===== config.mk =====
export PLATFORM = sky130hd
export DESIGN_NAME = processor
export DESIGN_NICKNAME = d
export VERILOG_FILES = /design/src/rtl/processor.sv
export SDC_FILE = /design/constraint.sdc
export NUM_CORES = 2
export LEC_CHECK = 0
export CAP_MARGIN = 20
export CORE_ASPECT_RATIO = 1.4
export CORE_MARGIN = 2
export CORE_UTILIZATION = 50
export CTS_CLUSTER_SIZE = 40
export DETAILED_ROUTE_END_ITERATION = 12
export PLACE_DENSITY = 0.67
export SKIP_LAST_GASP = 1
export SYNTH_ARGS = -nofsm -noshare
export SYNTH_HDL_FRONTEND = slang
export SYNTH_SLANG_ARGS = --single-unit

===== constraint.sdc =====
create_clock -name clk -period 16.7 [get_ports clk]
set_input_delay 5.01 -clock clk [delete_from_list [all_inputs] [get_ports clk]]
set_output_delay 5.01 -clock clk [all_outputs]
set_load 0.005 [all_outputs]

===== src/rtl/processor.sv =====
// ==================================================================
// processor : single-cycle RV32I-subset core, one instruction per clk
// rev 1.0
// ==================================================================
`default_nettype none

module processor (
  input  logic        clk,
  input  logic        reset,
  output logic [31:0] pc,
  input  logic [31:0] instruction,
  output logic        write_enable,
  output logic [31:0] address_to_mem,
  output logic [31:0] data_to_mem,
  input  logic [31:0] data_from_mem
);

  localparam logic [6:0] c_op_reg    = 7'h33;
  localparam logic [6:0] c_op_imm    = 7'h13;
  localparam logic [6:0] c_op_load   = 7'h03;
  localparam logic [6:0] c_op_store  = 7'h23;
  localparam logic [6:0] c_op_branch = 7'h63;
  localparam logic [6:0] c_op_jal    = 7'h6f;
  localparam logic [6:0] c_op_jalr   = 7'h67;
  localparam logic [6:0] c_op_lui    = 7'h37;
  localparam logic [6:0] c_op_auipc  = 7'h17;

  logic [31:0] pc_q, pc_d;
  logic [31:0] regs_q [32];
  logic        rf_we_d;
  logic [31:0] rf_wdata_d;

  logic [6:0]  opcode, funct7;
  logic [2:0]  funct3;
  logic [4:0]  rd, rs1, rs2;
  logic [31:0] rs1_val, rs2_val;
  logic [31:0] imm_i, imm_s, imm_b, imm_j, imm_u;
  logic [31:0] pc_plus4;
  logic [2:0]  alu_f3;
  logic        alu_alt;
  logic [31:0] alu_b, alu_res;
  logic        is_store, branch_taken;

  assign opcode   = instruction[6:0];
  assign rd       = instruction[11:7];
  assign funct3   = instruction[14:12];
  assign rs1      = instruction[19:15];
  assign rs2      = instruction[24:20];
  assign funct7   = instruction[31:25];
  assign rs1_val  = regs_q[rs1];
  assign rs2_val  = regs_q[rs2];
  assign pc_plus4 = pc_q + 32'd4;

  assign imm_i = {{20{instruction[31]}}, instruction[31:20]};
  assign imm_s = {{20{instruction[31]}}, instruction[31:25], instruction[11:7]};
  assign imm_b = {{19{instruction[31]}}, instruction[31], instruction[7],
                  instruction[30:25], instruction[11:8], 1'b0};
  assign imm_j = {{11{instruction[31]}}, instruction[31], instruction[19:12],
                  instruction[20], instruction[30:21], 1'b0};
  assign imm_u = {instruction[31:12], 12'b0};

  // funct3-indexed ALU; alt selects sub / arithmetic right shift
  function automatic logic [31:0] alu(input logic [2:0] f3, input logic alt,
                                      input logic [31:0] a, input logic [31:0] b);
    logic [31:0] r;
    case (f3)
      3'd0:    r = alt ? a - b : a + b;
      3'd1:    r = a << b[4:0];
      3'd2:    r = {31'b0, $signed(a) < $signed(b)};
      3'd3:    r = {31'b0, a < b};
      3'd4:    r = a ^ b;
      3'd5:    r = alt ? 32'($signed(a) >>> b[4:0]) : a >> b[4:0];
      3'd6:    r = a | b;
      default: r = a & b;
    endcase
    return r;
  endfunction

  always_comb begin
    alu_f3  = funct3;
    alu_alt = 1'b0;
    alu_b   = rs2_val;
    case (opcode)
      c_op_reg: alu_alt = funct7[5];
      c_op_imm: begin
        alu_b   = imm_i;
        alu_alt = (funct3 == 3'd5) && funct7[5];
      end
      c_op_load, c_op_jalr: begin
        alu_f3 = 3'd0;
        alu_b  = imm_i;
      end
      c_op_store: begin
        alu_f3 = 3'd0;
        alu_b  = imm_s;
      end
      default: ;
    endcase
  end

  assign alu_res = alu(alu_f3, alu_alt, rs1_val, alu_b);

  always_comb begin
    case (funct3)
      3'd0:    branch_taken = rs1_val == rs2_val;
      3'd1:    branch_taken = rs1_val != rs2_val;
      3'd4:    branch_taken = $signed(rs1_val) <  $signed(rs2_val);
      3'd5:    branch_taken = $signed(rs1_val) >= $signed(rs2_val);
      3'd6:    branch_taken = rs1_val <  rs2_val;
      3'd7:    branch_taken = rs1_val >= rs2_val;
      default: branch_taken = 1'b0;
    endcase
  end

  // Anything not explicitly decoded falls through as a NOP
  always_comb begin
    pc_d       = pc_plus4;
    rf_we_d    = 1'b0;
    rf_wdata_d = alu_res;
    is_store   = 1'b0;
    case (opcode)
      c_op_reg:
        rf_we_d = (funct7 == 7'h00) ||
                  (funct7 == 7'h20 && (funct3 == 3'd0 || funct3 == 3'd5));
      c_op_imm:
        case (funct3)
          3'd1:    rf_we_d = funct7 == 7'h00;
          3'd3:    rf_we_d = 1'b0;
          3'd5:    rf_we_d = (funct7 == 7'h00) || (funct7 == 7'h20);
          default: rf_we_d = 1'b1;
        endcase
      c_op_load: begin
        rf_we_d    = funct3 == 3'd2;
        rf_wdata_d = data_from_mem;
      end
      c_op_store: is_store = funct3 == 3'd2;
      c_op_branch:
        if (branch_taken) pc_d = pc_q + imm_b;
      c_op_jal: begin
        rf_we_d    = 1'b1;
        rf_wdata_d = pc_plus4;
        pc_d       = pc_q + imm_j;
      end
      c_op_jalr:
        if (funct3 == 3'd0) begin
          rf_we_d    = 1'b1;
          rf_wdata_d = pc_plus4;
          pc_d       = {alu_res[31:1], 1'b0};
        end
      c_op_lui: begin
        rf_we_d    = 1'b1;
        rf_wdata_d = imm_u;
      end
      c_op_auipc: begin
        rf_we_d    = 1'b1;
        rf_wdata_d = pc_q + imm_u;
      end
      default: ;
    endcase
  end

  always_ff @(posedge clk) begin
    if (reset) begin
      pc_q <= 32'h0;
      for (int i = 0; i < 32; i++) regs_q[i] <= 32'h0;
    end else begin
      pc_q <= pc_d;
      if (rf_we_d && rd != 5'd0) regs_q[rd] <= rf_wdata_d;
    end
  end

  assign pc             = pc_q;
  assign write_enable   = is_store && !reset;
  assign address_to_mem = alu_res;
  assign data_to_mem    = rs2_val;

endmodule

`default_nettype wire


==> flow_summary.toml <==
[setup_path]
required_ns = 11.69
worst_setup_path_end_kind = "output port"
crit_arrival_ns = 11.82
ff2ff_setup_slack_ns = 9.21
path_class = "in2out"
start_kind = "input pin"
cp_max_fo = 11

[clock_tree]
cts_max_path_buffers = 3
numCtsBuffers = 102
cts_resized = 0
root_buffer = "clkbuf_16"
tritoncts = "done"
postCtsHoldBufs = 0
cts_sinks = 1055
insertion_delay_ns = 0.76
clk_pin_slew_ns = 0.07
htree_levels = 3
postCtsSetupBuffers = 0

[floorplan]
fp.dieW_um = 318
die_h_um = 444
core_area_um2 = 137000
initial_utilization_pct = 50.3
io_pins = 163
die-area_um2 = 141000
rows = 161

[synthesis]
yosysUniqueCellTypes = 100
synthCells = 6271
yosys_warnings = 0
synth_edf_count = 1024
netlist_area_um2 = 69100
seq_area_frac_synth_pct = 45.4
synth_top_area_share_pct = 44.5
synth_seq_cells = 1055
yosys.area.top_type = "edfxtp_1"
synth-main-ff-cell = "edfxtp_1"
synth_top_cells_by_area = "edfxtp_1 44%, mux4_2 12%, mux2i_1 7.4%"
avgSynthCellArea_um2 = 11.0
async_flop_share_pct = 0

[power_and_ir_drop]
fin_total_pwr_mw = 7.81
ir_drop_uv = 89.2
power.density_nw_per_um2 = 99.8
p_leak_nw = 29.1

[timing]
rsz0062_at_grt = "false"
worst_slew_margin_rel_pct = 20.2
period_share_pct = 101
worstMarginPinSlew_ns = 1.19
fmax_ghz = 0.0594
worst_slack_ns = -0.134
finalClockSkew_ns = 0.0535
setup_viol = 2
min_period_ns = 16.83
hold_viol = 0
final-max-slew-violation-count = 0

[run]
cap_violations = 0

[layout]
ff_latch_area_um2 = 31400
drive_above_1_share_pct = 18.0
nets = 6691
area_delta_synth_final_pct = 13.2
fill_cells = 11500
multi_input_area_um2 = 35300

[drt]
drt-total-wl_um = 323000
ant_nets = 0
drt-pass1-iter-count = 9
route.detailed.drc = 0
vias_per_cell = 7.29
routedWlPerCell_um = 38.8
drt_iter0_markers = 9066
via_count = 60600

[grt]
grt_pass1_vias = 59200
track_usage_pct = 44.8
antenna_found_initial = 17
grt_max_degree = 66
gr-total-overflow = 0
grt_pass1_wl_um = 447000

[placed_design]
post-place-ws_ns = 0.137
io_buffers = 161
hpwl_um = 222000
gp_routability_congestion = 1.08

[outcome]
violations = "setup timing"
status = "finished, violations left"

[hold_path]
hold_class = "reg2reg"
## layer usage
| metal | share of wire [%] | up-vias | routed length (µm) | global-route usage (%) |
|---|---|---|---|---|
| met4 | 10 | 12 | 33200 | 37.7 |
| met3 | 12 | 1510 | 37800 | 10.2 |
| met5 | 0.029 | - | 92 | 0 |
| met1 | 33 | 29700 | 105000 | 51.7 |
| li1 | - | 24200 | - | - |
| met2 | 45 | 5180 | 146000 | 71.2 |
## cells by family (layout without fill, tap and decap cells)
logic type | count (synthesis) | count (layout) | synth area share (%)
compound gates | 1402 | 1402 | 13.9
xor+xnor | 106 | 106 | 1.34
fa+ha+maj | 189 | 189 | 3.47
buf+inv | 725 | 935 | 4.61
flops | 1055 | 1055 | 45.4
mux | 882 | 882 | 19.3
other cells | 1 | 40 | 0.00542
simple gates | 1911 | 1911 | 12.0
## stage by stage
| stage | instances | instance area [µm²] | hold WS [ns] | setup TNS, ns | util [%] |
|---|---|---|---|---|---|
| 3_3_place_gp | 8118 | 74800 | 0.675 | -0.0347 | 54.5 |
| 6_report | 8313 | 78300 | 0.736 | -0.215 | 57.0 |
| 2_1_floorplan | 6303 | 69300 | 0.568 | 0 | - |
| 5_1_grt | 8306 | 78200 | 0.735 | 0 | 56.9 |
| 4_1_cts | 8301 | 78100 | 0.701 | 0 | 56.9 |
| 3_5_place_dp | 8120 | 74800 | 0.684 | 0 | 54.5 |
## worst max-delay path: stages
cell and delay, ns:
clkdlybuf4s50_1 0.75, and3b_2 0.42, a22o_1 0.26, a31oi_1 0.47, o311ai_1 0.22, buf_4 0.23
ha_1 0.31, buf_4 0.17, nor2b_1 0.15, o31a_1 0.28, o21ai_0 0.42, a31oi_1 0.26
a311o_1 0.48, a31oi_1 0.27, o21bai_1 0.13, a2111oi_1 0.67, a211oi_1 0.09, a21oi_1 0.36
buf_4 0.29, clkdlybuf4s50_1 0.54
## power by group
group / internal, mW / total, mW / leakage, nW / switching, mW
clock: 1.28 / 2.33 / 1.60 / 1.05
sequential: 2.99 / 3.06 / 10.8 / 0.0650
combinational: 0.800 / 2.42 / 16.7 / 1.62
total: 5.07 / 7.81 / 29.1 / 2.74
## cell usage in the layout (no fill, tap or decap), types with 118 or more instances in the layout
cell             netlist  routed
a22oi_1              200     200
nor2_1              1122    1118
ha_1                 184     184
mux2i_1              508     507
o21ai_0              193     192
buf_4                 40     405
inv_1                140     139
a21oi_1              350     342
nand3_1              118     118
nand2_1              292     261
clkdlybuf4s50_1        0     152
edfxtp_1            1024    1024
mux4_2               360     360
## cells in the mapped netlist, types with 118 or more instances
cell      count
a21oi_1     350
a22oi_1     200
buf_2       123
clkbuf_1    357
edfxtp_1   1024
ha_1        184
inv_1       140
mux2i_1     508
mux4_2      360
nand2_1     292
nand3_1     118
nor2_1     1122
o21ai_0     193
## final timing paths
kind / start / end / depth (start not counted)
hold / removal: pc[1]$_SDFFE_PP0P_ / pc[1]$_SDFFE_PP0P_ / 2
setup reg to reg: regs_q[4][31]$_SDFFCE_PN0P_ / pc[21]$_SDFF_PP0_ / 20
hold reg to reg: pc[1]$_SDFFE_PP0P_ / pc[1]$_SDFFE_PP0P_ / 2
setup / recovery: instruction[19] / address_to_mem[26] / 20
## area by class of cell
type                    count  area share, %
well taps                1793           2.87
clock inverters            62          0.796
inverters                 150          0.728
diodes                      7         0.0224
repair buffers            604           6.93
flip-flops and latches   1055           40.1
clock buffers             119           3.40
multi-input cells        4523           45.2
## flip-flops by register name, summed over array words and instances, names as in the netlist
register	count
pc	31
regs_q	1024
No activity file was read; power rests on OpenSTA's default activity.
